File: src/rtl/rr_burst_arbiter_pkg.sv
// Shared types and helpers for the round-robin burst arbiter.
//   state_e        : arbiter FSM state (IDLE / OWN)
//   onehot_to_idx  : index of the set bit in a one-hot vector of up to 16 bits
package rr_burst_arbiter_pkg;

  typedef enum logic [0:0] {
    ST_IDLE = 1'b0,
    ST_OWN  = 1'b1
  } state_e;

  // Input must be one-hot or zero; OR-ing the indices of set bits is then exact.
  function automatic logic [3:0] onehot_to_idx(input logic [15:0] oh);
    logic [3:0] idx;
    idx = '0;
    for (int i = 0; i < 16; i++) begin
      if (oh[i]) idx = idx | 4'(i);
    end
    return idx;
  endfunction

endpackage

File: src/rtl/rr_burst_arbiter_pick.sv
// rr_pick: combinational round-robin winner selection.
//   req_i  [N-1:0]  request vector
//   ptr_i  [PW-1:0] last owner; search starts at ptr_i+1 and wraps, so the
//                   port at ptr_i itself has lowest priority
//   win_o  [N-1:0]  one-hot winner (zero when no request)
//   vld_o           at least one request present
module rr_pick #(
  parameter int N  = 4,
  parameter int PW = $clog2(N)
) (
  input  logic [N-1:0]  req_i,
  input  logic [PW-1:0] ptr_i,
  output logic [N-1:0]  win_o,
  output logic          vld_o
);

  logic [N-1:0]   above;
  logic [2*N-1:0] dbl;
  logic [2*N-1:0] first;

  always_comb begin
    for (int i = 0; i < N; i++) begin
      above[i] = (i > int'(ptr_i));
    end
  end

  // Double-width vector: low half holds requests strictly above the pointer,
  // high half holds all requests (the wrapped-around search). Isolating the
  // lowest set bit of the whole vector yields the round-robin winner.
  assign dbl   = {req_i, req_i & above};
  assign first = dbl & (~dbl + (2*N)'(1));
  assign win_o = first[N-1:0] | first[2*N-1:N];
  assign vld_o = |req_i;

endmodule

File: src/rtl/rr_burst_arbiter.sv
// rr_burst_arbiter: round-robin arbiter with burst locking.
// A winner keeps its registered one-hot grant until it drops its request,
// pulses done_i, or (with RR_BURST_LIMIT_EN defined) reaches MAX_BURST grant
// cycles. On release the next owner is granted in the same cycle decision,
// with the old owner at lowest priority, so there is no idle bubble.
// Optional macro: RR_BURST_LIMIT_EN (enables the MAX_BURST hand-over).
//   clk          clock, rising edge
//   reset        synchronous active-high reset
//   req_i        per-port request levels
//   done_i       owner's last beat this cycle (ignored when idle)
//   gnt_o        one-hot registered grant
//   gnt_id_o     owner index, valid while busy_o
//   busy_o       resource owned
//   burst_cnt_o  grant cycles consumed by current owner, saturating
module rr_burst_arbiter
  import rr_burst_arbiter_pkg::*;
#(
  parameter int NUM_PORTS = 4,
  parameter int MAX_BURST = 8,
  localparam int IDW = $clog2(NUM_PORTS),
  localparam int CW  = $clog2(MAX_BURST + 1)
) (
  input  logic                 clk,
  input  logic                 reset,
  input  logic [NUM_PORTS-1:0] req_i,
  input  logic                 done_i,
  output logic [NUM_PORTS-1:0] gnt_o,
  output logic [IDW-1:0]       gnt_id_o,
  output logic                 busy_o,
  output logic [CW-1:0]        burst_cnt_o
);

  state_e               state_q, state_d;
  logic [NUM_PORTS-1:0] gnt_q, gnt_d;
  logic [IDW-1:0]       id_q, id_d;
  logic [IDW-1:0]       ptr_q, ptr_d;
  logic [CW-1:0]        cnt_q, cnt_d;

  logic [NUM_PORTS-1:0] win;
  logic                 pick_vld;
  logic [IDW-1:0]       pick_ptr;
  logic [IDW-1:0]       win_idx;
  logic [15:0]          win16;
  logic                 lim_hit;
  logic                 rel;

  // While owning, the pick is only consumed on release, where the pointer
  // becomes the owner; feeding the owner directly avoids a cycle of delay.
  assign pick_ptr = (state_q == ST_OWN) ? id_q : ptr_q;

  rr_pick #(.N(NUM_PORTS), .PW(IDW)) u_pick (
    .req_i (req_i),
    .ptr_i (pick_ptr),
    .win_o (win),
    .vld_o (pick_vld)
  );

  always_comb begin
    win16 = '0;
    win16[NUM_PORTS-1:0] = win;
  end
  assign win_idx = IDW'(onehot_to_idx(win16));

`ifdef RR_BURST_LIMIT_EN
  assign lim_hit = (cnt_q == CW'(MAX_BURST));
`else
  assign lim_hit = 1'b0;
`endif

  // A simultaneous request drop and done collapse into this one release.
  assign rel = !req_i[id_q] || done_i || lim_hit;

  always_comb begin
    state_d = state_q;
    gnt_d   = gnt_q;
    id_d    = id_q;
    ptr_d   = ptr_q;
    cnt_d   = cnt_q;
    case (state_q)
      ST_IDLE: begin
        if (pick_vld) begin
          gnt_d   = win;
          id_d    = win_idx;
          cnt_d   = CW'(1);
          state_d = ST_OWN;
        end
      end
      ST_OWN: begin
        if (!rel) begin
          if (cnt_q != '1) cnt_d = cnt_q + CW'(1);
        end else begin
          ptr_d = id_q;
          if (pick_vld) begin
            gnt_d = win;
            id_d  = win_idx;
            cnt_d = CW'(1);
          end else begin
            gnt_d   = '0;
            cnt_d   = '0;
            state_d = ST_IDLE;
          end
        end
      end
      default: begin
        gnt_d   = '0;
        cnt_d   = '0;
        state_d = ST_IDLE;
      end
    endcase
  end

  always_ff @(posedge clk) begin
    if (reset) begin
      state_q <= ST_IDLE;
      gnt_q   <= '0;
      id_q    <= '0;
      ptr_q   <= IDW'(NUM_PORTS - 1);
      cnt_q   <= '0;
    end else begin
      state_q <= state_d;
      gnt_q   <= gnt_d;
      id_q    <= id_d;
      ptr_q   <= ptr_d;
      cnt_q   <= cnt_d;
    end
  end

  assign gnt_o       = gnt_q;
  assign gnt_id_o    = id_q;
  assign busy_o      = |gnt_q;
  assign burst_cnt_o = cnt_q;

endmodule
File: config.mk
export PLATFORM = sky130hd
export DESIGN_NAME = rr_burst_arbiter
export DESIGN_NICKNAME = d
export VERILOG_FILES = /design/src/rtl/rr_burst_arbiter_pkg.sv /design/src/rtl/rr_burst_arbiter_pick.sv /design/src/rtl/rr_burst_arbiter.sv
export SDC_FILE = /design/constraint.sdc
export NUM_CORES = 1
export LEC_CHECK = 0
export BUFFER_PORTS_ARGS = -buffer_cell sky130_fd_sc_hd__clkbuf_2
export CAP_MARGIN = 20
export CORE_MARGIN = 3
export CORE_UTILIZATION = 35
export DETAILED_ROUTE_END_ITERATION = 10
export PLACE_DENSITY = 0.59
export SETUP_SLACK_MARGIN = 0.02
export SLEW_MARGIN = 40
export SYNTH_ARGS = -nofsm -noshare
export SYNTH_HDL_FRONTEND = slang
export SYNTH_SLANG_ARGS = --single-unit
export TNS_END_PERCENT = 30
File: constraint.sdc
create_clock -name clk -period 3.1 [get_ports clk]
set_clock_uncertainty 0.15 [all_clocks]
set_input_delay 0.31 -clock clk [delete_from_list [all_inputs] [get_ports clk]]
set_output_delay 0.31 -clock clk [all_outputs]
set_load 0.005 [all_outputs]
==> results of run 1 <==
-- how the worst max path moves through the flow --
stage | startpoint | end | slack [ns] | depth (start not counted)
2_1_floorplan | gnt_id_o[0] | gnt_id_o[0] | 1.50 | 5
3_3_place_gp | state_q | gnt_o[2] | 1.33 | 4
3_5_place_dp | state_q | gnt_o[2] | 1.28 | 4
4_1_cts | state_q | gnt_o[2] | 1.26 | 4
5_1_grt | state_q | gnt_o[1] | 1.15 | 4
6_report | state_q | gnt_o[2] | 1.28 | 4
-- area by class of cell --
cell class	count	area (µm²)
Timing Repair Buffer	17	85.1
Tap cell	28	35.0
Multi-Input combinational cell	71	520
Clock buffer	4	26.3
Sequential cell	13	260
Inverter	5	18.8
Fill cell	239	1290
-- cell usage in the layout (no fill, tap or decap), drive strengths merged --
master,count
nand2b,3
nand4b,1
nand3,5
a21boi,2
a211oi,2
a21oi,9
o211ai,1
o2bb2ai,1
mux2,1
a31oi,4
mux2i,3
o32ai,2
a311oi,2
or4,2
clkbuf,21
or3b,1
dfxtp,13
o2111ai,1
nand2,2
inv,5
nor4b,1
and2,1
nand3b,2
ha,1
o211a,1
o21ai,4
mux4,1
o22ai,1
and3,2
nor2,8
nor4bb,1
nor3,4
nor4,1
o221a,1
-- routing by layer --
layer	vias to the layer above	global-route usage [%]
li1	397	-
met1	357	18.5
met2	21	21.9
met3	2	5.72
met4	0	2.49
met5	-	0
-- sequential cells by signal, indices dropped and copies added, names as in the netlist --
| name | cells |
|---|---|
| gnt_id_o | 2 |
| gnt_o | 4 |
| state_q | 1 |
| burst_cnt_o | 4 |
| ptr_q | 2 |
-- worst min-delay path, stage by stage --
cell and delay [ns]:
clkbuf_2 0.14, o2111ai_1 0.10, a21oi_1 0.06
-- cell families (layout without fill, tap and decap cells) --
family	count (synthesis)	in the layout	share of synthesized area, %
simple gates	34	34	24.7
compound gates	31	31	28.0
flops	13	13	31.2
buf+inv	10	26	6.45
mux	5	5	8.10
fa+ha+maj	1	1	1.50
-- through the flow --
stage | std cells | hold WS (ns) | cell area [µm²] | setup WS, ns | power, mW
floorplan | 94 | 0.244 | 835 | 1.50 | 0.286
global placement | 134 | 0.326 | 920 | 1.33 | 0.315
detailed placement | 134 | 0.335 | 920 | 1.28 | 0.316
CTS | 138 | 0.232 | 946 | 1.26 | 0.419
global route | 138 | 0.244 | 946 | 1.15 | 0.446
finish | 138 | 0.235 | 946 | 1.28 | 0.415
-- power groups by stage --
| stage | clock, mW | combinational (mW) | sequential [mW] |
|---|---|---|---|
| 2_1_floorplan | 0 | 0.0901 | 0.196 |
| 3_3_place_gp | 0 | 0.107 | 0.207 |
| 3_5_place_dp | 0 | 0.108 | 0.208 |
| 4_1_cts | 0.106 | 0.109 | 0.204 |
| 5_1_grt | 0.117 | 0.121 | 0.207 |
| 6_report | 0.102 | 0.108 | 0.204 |
==> results.tsv, run 1 <==
stage	metric	value	unit
setup_path	Top Family by Delay on Critical Path	flip-flops	
clock_network	CTS H-Tree Depth	1	
timing	Finish-stage setup viols	0	
synth	count leader, synth	dfxtp_1	
min_path	min-delay src	req_i[3]	
routing	Residual DRC	0	
synth	Synth area leader	dfxtp_1	
place	DP Wirelength	1410	µm
clock_network	Root Driver	clkbuf_4	
timing	Slew Viols, Final	0	
routing	met3 WL	94	µm
synth	Yosys reg bits	13	
job	max cap viols	0	
setup_path	nature of the critical path endpoint	flop	
timing	Worst Max-Slew Pin Slew	0.562	ns
routing	initial DRC count	31	
synth	synth cell count leaders	dfxtp_1 (13), a21oi_1 (9), nor2_1 (7), inv_1 (5), nand3_1 (5)	
setup_path	WP buf/inv	0	
outcome	status	finished, final reports clean	
die	core box area	2230	µm²
timing	Final Hold Fails	0	
setup_path	Worst R2R Start	state_q	
power	static leakage	0.362	nW
synth	syn avg cell area	8.88	µm²
power	cell-internal power	284	µW
place	Port Buf Inserts	17	
clock_network	post-CTS setup buffers	0	
timing	Fmax	0.550	GHz
synth	sequential area share after synthesis	31.2	%
power	Comb power frac	26.1	%
setup_path	slowest CP cell	dfxtp_1	
setup_path	Cell Chain, Critical Path	or3b_4 -> o22ai_4 -> nor2_1 -> o32ai_1	
synth	Synth Flop Type	dfxtp_1	
power	pwr/cell area	438	nW/µm²
timing	worst rel slew slack	62.0	%
routing	Vias/cell	5.63	
setup_path	CP Data Required Time	3.13	ns
synth	Cells after Synth	94	
global_route	first-pass GRT wire length	3050	µm
clock_network	clk_lat worst skew	0.27	ns
routing	WL per Instance	13.4	µm
synth	Synth warnings	0	
die	Die W	54.8	µm
finish	final net count	119	
routing	routed wire length	1850	µm
routing	antenna-violating nets left	0	
synth	EDFF count, synth	0	
routing	Vias	777	
setup_path	critical path peak fanout	11	
clock_network	Worst-path clk slew	0.07	ns
setup_path	CP startpoint kind	flop	
finish	layout cells sized above 1	26.4	%
setup_path	max incr delay on CP	0.56	ns
die	I/O Pins	18	
clock_network	CTS tree	built	
routing	Pre-antenna DRT Iters	4	
global_route	Overflow after GRT	0	
timing	setup TNS	0	ns
place	placer congestion estimate	0.760	
power	sw frac	31.4	%
power	peak supply drop	323	µV
global_route	antenna violations before repair	0	
routing	Highest Signal Layer	met4	
clock_network	CTS Buffer Depth	2	
die	Die Height	54.8	µm
setup_path	R2R depth	4	
global_route	gr usage total	14.1	%
global_route	largest net degree at the start of global routing	17	
finish	area grow syn2layout	13.3	%
synth	Area contributors post-synth	dfxtp_1 (31%), a21oi_1 (5.4%), mux2i_1 (3.6%), mux4_1 (3.1%), nor2_1 (3.1%)	
die	initial core utilization	37.4	%
routing	DR WL met2	837	µm
setup_path	r2r setup slk	1.28	ns
power	P_sw	130	µW
power	clock power share	24.6	%
setup_path	Crit path arrival time	1.85	ns
power	Seq pwr share	49.3	%
finish	final core occ	42.4	%
synth	synthesized cell area	835	µm²
min_path	Cells on Worst Hold Path	3	
clock_network	clk sinks	13	
synth	Syn Nets	102	
timing	fin crit period	1.82	ns
global_route	vias in the first global route	678	
die	Row Count	17	
die	total die area	3010	µm²
setup_path	reg-to-reg endpoint	gnt_o[2]	
synth	asr flop ratio synth	0	%
routing	WL met1	905	µm
min_path	hold crit path type	input port to flop	
finish	n_diodes	0	
timing	RSZ-0062 raised after global routing	false	
clock_network	clock buffer count from CTS	3	
clock_network	Post-CTS Resized	0	
clock_network	Hold Buf Count CTS	0	
synth	area share of the largest cell type after synthesis	31.2	%
setup_path	Crit Path Category	flop to flop	
min_path	Min-Delay Endpoint	gnt_o[3]	
timing	fin crit share	58.7	%
synth	Synth cell types	42	
No activity file was read; power rests on OpenSTA's default activity.
==> inputs of run 2 (changes only) <==
- PLACE_DENSITY: 0.59 -> 0.61
- clock period: 3.1 -> 1.59 ns (I/O delays scaled with it)
==> run 2 against run 1 <==
Compared with the run above:
- the flow now finishes with violations (setup timing)
- global-route usage up 1.9 points
- flip-flop and latch count unchanged
- clock power up 98%
- fmax up 14%
- routed wire length up 13%
- die area unchanged
- critical endpoint is now gnt_id_o[0]
- largest cell class unchanged
==> results.tsv, run 2 (same netlist as run 1, synthesis figures left out) <==
stage	metric	value	unit
routing	Residual DRC	0	
finish	n_diodes	0	
min_path	hold crit path type	input port to flop	
place	Port Buf Inserts	17	
setup_path	CP startpoint kind	flop	
setup_path	R2R depth	3	
die	total die area	3010	µm²
outcome	status	complete, but fails checks	
global_route	largest net degree at the start of global routing	17	
setup_path	Worst R2R Start	state_q	
finish	final net count	138	
clock_network	CTS Buffer Depth	2	
timing	final worst setup slack	-0.0106	ns
clock_network	CTS H-Tree Depth	1	
setup_path	Cell Chain, Critical Path	or3b_4 -> o221a_2 -> a311oi_2	
clock_network	CTS tree	built	
die	initial core utilization	37.4	%
power	static leakage	0.465	nW
clock_network	clk sinks	13	
setup_path	r2r setup slk	-0.01	ns
die	Die Height	54.8	µm
setup_path	max incr delay on CP	0.40	ns
clock_network	Hold Buf Count CTS	0	
finish	area grow syn2layout	36.0	%
global_route	Overflow after GRT	0	
setup_path	nature of the critical path endpoint	flop	
place	placed insts	147	
timing	fin crit share	101	%
clock_network	clock buffer count from CTS	3	
finish	highest-count cells in the layout ignoring fill and taps	clkbuf_2 (17), buf_4 (17), dfxtp_1 (10), a21oi_1 (9), nor2_1 (7)	
die	Row Count	17	
power	pwr/cell area	804	nW/µm²
setup_path	reg-to-reg endpoint	gnt_id_o[0]	
setup_path	CP Data Required Time	1.62	ns
timing	RSZ-0062 raised after global routing	true	
timing	Final Hold Fails	0	
routing	antenna-violating nets left	0	
clock_network	Worst-path clk slew	0.08	ns
global_route	gr usage total	16.1	%
timing	worst rel slew slack	71.6	%
routing	WL per Instance	13.3	µm
setup_path	critical path peak fanout	7	
die	I/O Pins	18	
routing	initial DRC count	16	
global_route	first-pass GRT wire length	3470	µm
routing	Vias	863	
finish	Final Instance Count excl. Fillers	157	
timing	Fmax	0.625	GHz
place	pre-CTS setup slack	-0.175	ns
die	core box area	2230	µm²
place	placer congestion estimate	0.879	
min_path	min-delay src	reset	
place	DP Wirelength	1540	µm
timing	fin crit period	1.60	ns
global_route	antenna violations before repair	0	
setup_path	Crit Path Category	flop to flop	
outcome	failing checks	setup timing	
power	Overall Power	913	µW
timing	Finish-stage setup viols	1	
die	Die W	54.8	µm
timing	Slew Viols, Final	0	
routing	routed wire length	2090	µm
clock_network	Root Driver	clkbuf_4	
global_route	vias in the first global route	771	
job	max cap viols	0	
finish	final core occ	50.8	%
setup_path	slowest CP cell	or3b_4	
clock_network	clk_lat worst skew	0.27	ns
power	peak supply drop	562	µV
setup_path	Crit path arrival time	1.63	ns
timing	Worst Max-Slew Pin Slew	0.422	ns
min_path	Cells on Worst Hold Path	2	
finish	layout cells sized above 1	44.2	%
min_path	Min-Delay Endpoint	gnt_id_o[0]	
routing	Vias/cell	5.50	
routing	Pre-antenna DRT Iters	4	
## run 2: final cells by class
class	count	area, µm²
Clock buffer	4	26.3
Fill cell	226	1100
Inverter	5	18.8
Multi-Input combinational cell	71	548
Sequential cell	13	272
Tap cell	28	35.0
Timing Repair Buffer	36	235
## run 2: worst max-delay path by stage
stage	start	end	slack [ns]	depth (start not counted)
final	state_q	gnt_id_o[0]	-0.01	3
after CTS	state_q	gnt_o[0]	-0.009	5
after global routing	state_q	gnt_o[0]	-0.09	5
after floorplan	gnt_id_o[0]	gnt_id_o[0]	0.02	5
after global placement	state_q	gnt_o[2]	-0.11	4
after detailed placement	state_q	gnt_id_o[0]	-0.18	5
## run 2: layer usage
metal | vias to the layer above | GRT usage (%) | routed length (µm)
met5 | - | 0 | 0
met4 | 0 | 4.15 | 27
met3 | 4 | 4.90 | 110
met2 | 24 | 26.8 | 984
met1 | 400 | 19.8 | 969
li1 | 435 | - | -
## run 2: what timing repair did
item,4_1_cts,5_1_grt
setup endpoints to repair,12,13
buffers inserted,6,0
pin swaps,10,3
gates resized for setup,15,1
## run 2: where the power goes
part           internal (mW)  switching [mW]  total [mW]
clock network         0.0971           0.104       0.202
registers              0.357          0.0387       0.395
logic                  0.175           0.141       0.316
total                  0.628           0.284       0.913
## run 2: metrics by stage
step	hold WS [ns]	TNS (ns)	instance area [µm²]
4_1_cts	0.106	-0.0235	1130
6_report	0.133	-0.0106	1130
3_5_place_dp	0.335	-1.20	1020
3_3_place_gp	0.330	-0.874	1020
2_1_floorplan	0.0931	0	842
5_1_grt	0.139	-0.486	1130
## run 2: worst max-delay path: cells and delay by family, from the launching register on
kind	cells	cell delay (ns)
AOI/OAI and AO/OA	2	0.58
DFF	1	0.38
and+or+nand+nor	1	0.40
